$ cat config.mk
export PLATFORM = sky130hd
export DESIGN_NAME = simon_round_ctrl
export DESIGN_NICKNAME = d
export VERILOG_FILES = /design/src/rtl/simon_round_ctrl.sv
export SDC_FILE = /design/constraint.sdc
export NUM_CORES = 1
export LEC_CHECK = 0
export ABC_CLOCK_PERIOD_IN_PS = 5400
export BUFFER_PORTS_ARGS = -buffer_cell sky130_fd_sc_hd__buf_2
export CAP_MARGIN = 15
export CORE_MARGIN = 2
export CORE_UTILIZATION = 55
export DETAILED_ROUTE_END_ITERATION = 12
export MAX_ROUTING_LAYER = met4
export PLACE_DENSITY = 0.8
export SETUP_SLACK_MARGIN = 0.4
export SLEW_MARGIN = 20
export SYNTH_ARGS = -nofsm -noshare
export SYNTH_HDL_FRONTEND = slang
export SYNTH_SLANG_ARGS = --single-unit
$ cat constraint.sdc
create_clock -name clk -period 5.4 [get_ports clk]
set_input_delay 0.27 -clock clk [delete_from_list [all_inputs] [get_ports clk]]
set_output_delay 0.27 -clock clk [all_outputs]
set_load 0.02 [all_outputs]
$ cat src/rtl/simon_round_ctrl.sv
// Simon Says round controller: fetches a random target set, runs a per-round
// countdown shown on a thermometer LED bar, then scores the buttons and tracks rounds and lives.
module simon_round_ctrl #(
    parameter int IN_W           = 16,
    parameter int DIGITS         = 3,
    parameter int ROUNDS         = 10,
    parameter int LIVES          = 3,
    parameter int TICKS_PER_STEP = 1000,
    parameter int TIMER_STEPS    = 16,
    parameter int SPEEDUP        = 1,
    parameter int MIN_STEPS      = 4,
    localparam int IW = (IN_W > 1) ? $clog2(IN_W) : 1,
    localparam int RW = $clog2(ROUNDS + 1),
    localparam int LW = $clog2(LIVES + 1),
    localparam int SW = $clog2(TIMER_STEPS + 1)
) (
    input  logic                     clk,
    input  logic                     rst,
    input  logic                     ack,
    input  logic                     start,
    input  logic [IN_W-1:0]          btn,
    output logic                     rnd_req,
    input  logic                     rnd_valid,
    input  logic [DIGITS*IW:0]       rnd_data,
    output logic [DIGITS*IW-1:0]     target,
    output logic                     says,
    output logic [2:0]               state,
    output logic [RW-1:0]            round,
    output logic [LW-1:0]            lives,
    output logic [TIMER_STEPS-1:0]   led_bar,
    output logic                     blue,
    output logic                     green,
    output logic                     red
);

    localparam int PW = (TICKS_PER_STEP > 1) ? $clog2(TICKS_PER_STEP) : 1;

    typedef enum logic [2:0] {
        ST_IDLE  = 3'd0,
        ST_READY = 3'd1,
        ST_FETCH = 3'd2,
        ST_GAME  = 3'd3,
        ST_EVAL  = 3'd4,
        ST_FAIL  = 3'd5,
        ST_WIN   = 3'd6,
        ST_OVER  = 3'd7
    } state_t;

    state_t                 state_r, state_nx_s;
    logic [RW-1:0]          round_r, round_nx_s;
    logic [LW-1:0]          lives_r, lives_nx_s;
    logic [SW-1:0]          timer_r, timer_nx_s;
    logic [PW-1:0]          presc_r, presc_nx_s;
    logic [DIGITS*IW-1:0]   target_r, target_nx_s;
    logic                   says_r, says_nx_s;
    logic                   ack_d_r, start_d_r;
    logic                   ack_e_s, start_e_s;
    logic                   pass_s;
    logic [TIMER_STEPS-1:0] led_bar_s;

    // Timer length for a round; computed in signed arithmetic so late rounds clamp to the floor.
    function automatic logic [SW-1:0] steps_f(input logic [RW-1:0] r);
        int t;
        t = TIMER_STEPS - (int'(r) * SPEEDUP);
        if (t < MIN_STEPS) begin
            t = MIN_STEPS;
        end else begin
            t = t;
        end
        return SW'(t);
    endfunction

    // OR of one-hot digits; repeated digits land on the same bit.
    function automatic logic [IN_W-1:0] mask_f(input logic [DIGITS*IW-1:0] t);
        logic [IN_W-1:0] m;
        m = {IN_W{1'b0}};
        for (int k = 0; k < DIGITS; k++) begin
            for (int i = 0; i < IN_W; i++) begin
                m[i] = m[i] | (t[k*IW +: IW] == IW'(i));
            end
        end
        return m;
    endfunction

    assign ack_e_s   = ack & ~ack_d_r;
    assign start_e_s = start & ~start_d_r;
    assign pass_s    = says_r ? (btn == mask_f(target_r)) : (btn == {IN_W{1'b0}});

    // Next-state and next-register computation for the round FSM.
    always_comb begin
        state_nx_s  = state_r;
        round_nx_s  = round_r;
        lives_nx_s  = lives_r;
        timer_nx_s  = timer_r;
        presc_nx_s  = presc_r;
        target_nx_s = target_r;
        says_nx_s   = says_r;
        case (state_r)
            ST_IDLE: begin
                if (ack_e_s) begin
                    round_nx_s = {RW{1'b0}};
                    lives_nx_s = LW'(LIVES);
                    state_nx_s = ST_READY;
                end else begin
                    state_nx_s = ST_IDLE;
                end
            end
            ST_READY: begin
                if (start_e_s) begin
                    state_nx_s = ST_FETCH;
                end else begin
                    state_nx_s = ST_READY;
                end
            end
            ST_FETCH: begin
                if (rnd_valid) begin
                    target_nx_s = rnd_data[DIGITS*IW-1:0];
                    says_nx_s   = rnd_data[DIGITS*IW];
                    timer_nx_s  = steps_f(round_r);
                    presc_nx_s  = {PW{1'b0}};
                    state_nx_s  = ST_GAME;
                end else begin
                    state_nx_s = ST_FETCH;
                end
            end
            ST_GAME: begin
                if (presc_r == PW'(TICKS_PER_STEP - 1)) begin
                    presc_nx_s = {PW{1'b0}};
                    timer_nx_s = (timer_r != {SW{1'b0}}) ? (timer_r - 1'b1) : {SW{1'b0}};
                    state_nx_s = (timer_r <= SW'(1)) ? ST_EVAL : ST_GAME;
                end else begin
                    presc_nx_s = presc_r + 1'b1;
                end
            end
            ST_EVAL: begin
                if (pass_s) begin
                    round_nx_s = (round_r < RW'(ROUNDS)) ? (round_r + 1'b1) : round_r;
                    state_nx_s = (round_r >= RW'(ROUNDS - 1)) ? ST_WIN : ST_READY;
                end else begin
                    lives_nx_s = (lives_r != {LW{1'b0}}) ? (lives_r - 1'b1) : {LW{1'b0}};
                    state_nx_s = (lives_r <= LW'(1)) ? ST_OVER : ST_FAIL;
                end
            end
            ST_FAIL: begin
                if (ack_e_s) begin
                    state_nx_s = ST_READY;
                end else begin
                    state_nx_s = ST_FAIL;
                end
            end
            ST_WIN, ST_OVER: begin
                if (ack_e_s) begin
                    state_nx_s = ST_IDLE;
                end else begin
                    state_nx_s = state_r;
                end
            end
            default: begin
                state_nx_s = ST_IDLE;
            end
        endcase
    end

    // State and datapath registers with asynchronous reset.
    always_ff @(posedge clk or posedge rst) begin
        if (rst) begin
            state_r   <= ST_IDLE;
            round_r   <= {RW{1'b0}};
            lives_r   <= LW'(LIVES);
            timer_r   <= {SW{1'b0}};
            presc_r   <= {PW{1'b0}};
            target_r  <= {(DIGITS*IW){1'b0}};
            says_r    <= 1'b0;
            ack_d_r   <= 1'b0;
            start_d_r <= 1'b0;
        end else begin
            state_r   <= state_nx_s;
            round_r   <= round_nx_s;
            lives_r   <= lives_nx_s;
            timer_r   <= timer_nx_s;
            presc_r   <= presc_nx_s;
            target_r  <= target_nx_s;
            says_r    <= says_nx_s;
            ack_d_r   <= ack;
            start_d_r <= start;
        end
    end

    // Thermometer decode of the remaining steps.
    always_comb begin
        led_bar_s = {TIMER_STEPS{1'b0}};
        for (int i = 0; i < TIMER_STEPS; i++) begin
            led_bar_s[i] = (i < int'(timer_r));
        end
    end

    assign led_bar = led_bar_s;
    assign state   = state_r;
    assign round   = round_r;
    assign lives   = lives_r;
    assign target  = target_r;
    assign says    = says_r;
    assign rnd_req = (state_r == ST_FETCH);
    assign blue    = (state_r == ST_GAME) & says_r;
    assign green   = ((state_r == ST_EVAL) & pass_s) | (state_r == ST_WIN);
    assign red     = ((state_r == ST_EVAL) & ~pass_s) | (state_r == ST_OVER);

endmodule

==> results.sh <==
export IMPL_drv_cap=0
export IMPL_mappedNetlistNets=392
export IMPL_ys_seq_elements=39
export IMPL_antenna_cells_inserted=0
export IMPL_min_period_over_period_pct=58.8
export IMPL_regToRegSetupSlack_ns=2.58
export IMPL_globalRoute_totalOverflow=0
export IMPL_clock_sinks=39
export IMPL_floorplan_die_height_um=79.0
export IMPL_cts_inserted_buffers=5
export IMPL_routed_wl_um=8110
export IMPL_share_seq_of_total_power_pct=33.6
export IMPL_area_growth_synth_to_final_pct=14.2
export IMPL_post_cts_resize_count=0
export IMPL_synthesis_yosys_warnings=0
export IMPL_grt_start_max_net_pins=40
export IMPL_place_inst=477
export IMPL_power_switching_fraction_pct=52.0
export IMPL_initial_core_util_pct=56.5
export IMPL_power_total_mw=2.13
export IMPL_synth_area_leaders="dfrtp_1, nor4bb_1, mux2_2"
export IMPL_hold_class="in -> async"
export IMPL_root_buffer="clkbuf_8"
export IMPL_post_dp_cell_area_um2=3450
export IMPL_dominantRegCellSynth="dfrtp_1"
export IMPL_average_cell_area_after_synthesis_um2=8.79
export IMPL_drive_gt1_share_pct=26.2
export IMPL_post_synth_top_area_cell="dfrtp_1"
export IMPL_die_width_um=79.0
export IMPL_cp_end_kind="output pin"
export IMPL_hold_worst_slack_ns=0.0956
export IMPL_power_density_nw_per_um2=604
export IMPL_die_outline_area_um2=6240
export IMPL_wire_length_of_the_first_global_routing_pass_um=12900
export IMPL_holdBufCountCts=0
export IMPL_first_iter_violations=230
export IMPL_timing_critical_path_arrival_ns=2.90
export IMPL_most_frequent_standard_cell_in_the_layout_excluding_fill_and_tap_cells="buf_2"
export IMPL_postSynthCellCount=352
export IMPL_worst_pin_slew_ns=0.942
export IMPL_internal_power_mw=1.02
export IMPL_timing_final_ws_setup_ns=2.23
export IMPL_design_area_um2=3530
export IMPL_post_dp_hpwl_um=5900
export IMPL_clk_insertion_delay_late_ns=0.29
export IMPL_clock_tree_from_tritoncts="built"
export IMPL_number_of_synthesized_flops_with_an_enable_pin=0
export IMPL_number_of_global_route_vias_before_repair=2780
export IMPL_nNetsFinal=452
export IMPL_skew_ns=0.0117
export IMPL_criticalPathCategory="reg -> out"
export IMPL_p_switching_mw=1.11
export IMPL_power_leakage_nw=1.58
export IMPL_ctsHtreeMaxLevel=2
export IMPL_min_tclk_post_route_ns=3.17
export IMPL_clkPwrFrac_pct=8.9
export IMPL_reg2reg_from="target[6]"
export IMPL_grt_setup_unrepaired="false"
export IMPL_maxSlewHeadroom_pct=36.6
export IMPL_fmaxAchievable_ghz=0.315
export IMPL_r2r_end="round[1]"
export IMPL_outcome="completed"
export IMPL_rows=27
export IMPL_post_place_ws_ns=2.58
export IMPL_ir_worst_vdd_mv=0.430
export IMPL_synth_seq_area_share_pct=31.6
export IMPL_worstPathRequired_ns=5.13
export IMPL_start_kind="register"
export IMPL_route_antenna_remaining_nets=0
export IMPL_core_um2=5470
export IMPL_hold_viol=0
export IMPL_synth_top_cell_area_share_pct=29.9
export IMPL_p_comb_share_pct=57.5
export IMPL_worstRegToRegCells=7
export IMPL_io_buffer_count=75
export IMPL_post_route_util_pct=64.6
export IMPL_grt_usage_pct=26.4
export IMPL_maxSlewViolCount=0
export IMPL_routabilityCongestion=0.948
export IMPL_setup_repair_bufs_after_cts=0
export IMPL_via_per_inst=6.37
export IMPL_final_cell_mix="buf_2, dfrtp_1, o21ai_0"
export IMPL_final_instance_count_excl_fill=485
export IMPL_wl_per_cell_um=16.7
export IMPL_clkSlewWorstSetupHoldPaths_ns=0.08
export IMPL_detail_route_first_pass_iterations=4
export IMPL_timing_setup_tns_ns=0
export IMPL_total_setup_violations_reported_at_the_end_of_the_flow=0
export IMPL_mappedNetlistArea_um2=3090
export IMPL_synth_lib_cells_used_distinct=60
export IMPL_pin_count=76
export IMPL_clock_tree_buffer_depth=2
export IMPL_route_vias_total=3088
export IMPL_drc=0
export IMPL_postSynth_asyncResetShare_pct=100
export IMPL_initial_antenna_violation_count=0
export IMPL_critPathMaxFanout=18
==> worst max-delay path: stages (launching register included) <==
cell	delay, ns
dfrtp_1	0.65
nor4b_1	0.14
or4_1	0.53
a222oi_1	0.37
nand4_1	0.23
o21bai_4	0.32
nand2b_1	0.15
a21boi_0	0.07
buf_2	0.16
==> sequential cells by signal, summed over array words and instances, names as in the netlist <==
name	cells
round	4
lives	2
target	12
says	1
timer_r	5
ack_d_r	1
state	3
presc_r	10
start_d_r	1
==> metal layers <==
layer / up-vias / global-route usage, % / routed length, µm
met4: 0 / 8.79 / 133
met5: - / - / 0
li1: 1484 / - / -
met3: 15 / 4.09 / 500
met2: 132 / 43.2 / 3930
met1: 1457 / 33.8 / 3540
==> power by group through the flow <==
| stage | sequential, mW | clock, mW | combinational, mW |
|---|---|---|---|
| floorplan | 0.633 | 0 | 0.971 |
| global placement | 0.693 | 0 | 1.20 |
| finish | 0.717 | 0.190 | 1.23 |
| detailed placement | 0.711 | 0 | 1.21 |
| global route | 0.756 | 0.209 | 1.32 |
| CTS | 0.707 | 0.194 | 1.22 |
==> synthesized netlist by cell type, drive strengths merged, types with 2 or more instances <==
master / instances
nand4: 5
a22oi: 5
o21a: 3
o21ai: 30
dfrtp: 37
mux2: 15
nor2: 22
nand2b: 13
dfstp: 2
o31ai: 14
or2: 2
a31oi: 8
buf: 14
o21bai: 3
or4: 11
nand2: 22
and4: 7
mux2i: 2
ha: 6
nor4: 9
a21o: 3
nand3: 9
nor2b: 2
or3: 2
clkbuf: 10
inv: 12
a211oi: 4
and3: 5
a21oi: 8
and2: 3
nor4bb: 17
nor4b: 12
nor3: 6
nand4b: 12
==> worst max path at each step <==
| stage | slack, ns | endpoint | start | cells past startpoint |
|---|---|---|---|---|
| CTS | 2.25 | red | target[7] | 8 |
| floorplan | 2.85 | red | target[1] | 8 |
| finish | 2.23 | red | target[6] | 8 |
| global placement | 2.65 | red | target[7] | 8 |
| global route | 2.02 | red | target[4] | 8 |
| detailed placement | 2.58 | red | target[7] | 8 |
==> final cells by class <==
class	count	area, µm²
flip-flops and latches	39	978
clock buffers	7	76.3
multi-input cells	277	1950
repair buffers	77	390
inverters	12	45.0
clock inverters	1	5.00
well taps	72	90.1
fillers	485	1940
==> kinds of logic (layout without fill, tap and decap cells) <==
group           count (synthesis)  in the layout  share of synthesized area [%]
simple gates                  163            163                           34.7
mux                            17             17                           6.23
fa+ha+maj                       6              6                           2.43
flops                          39             39                           31.6
compound gates                 89             89                           19.1
xor+xnor                        2              2                          0.566
buf+inv                        36             97                           5.42
Note: power is estimated with default switching activity, not from simulation.
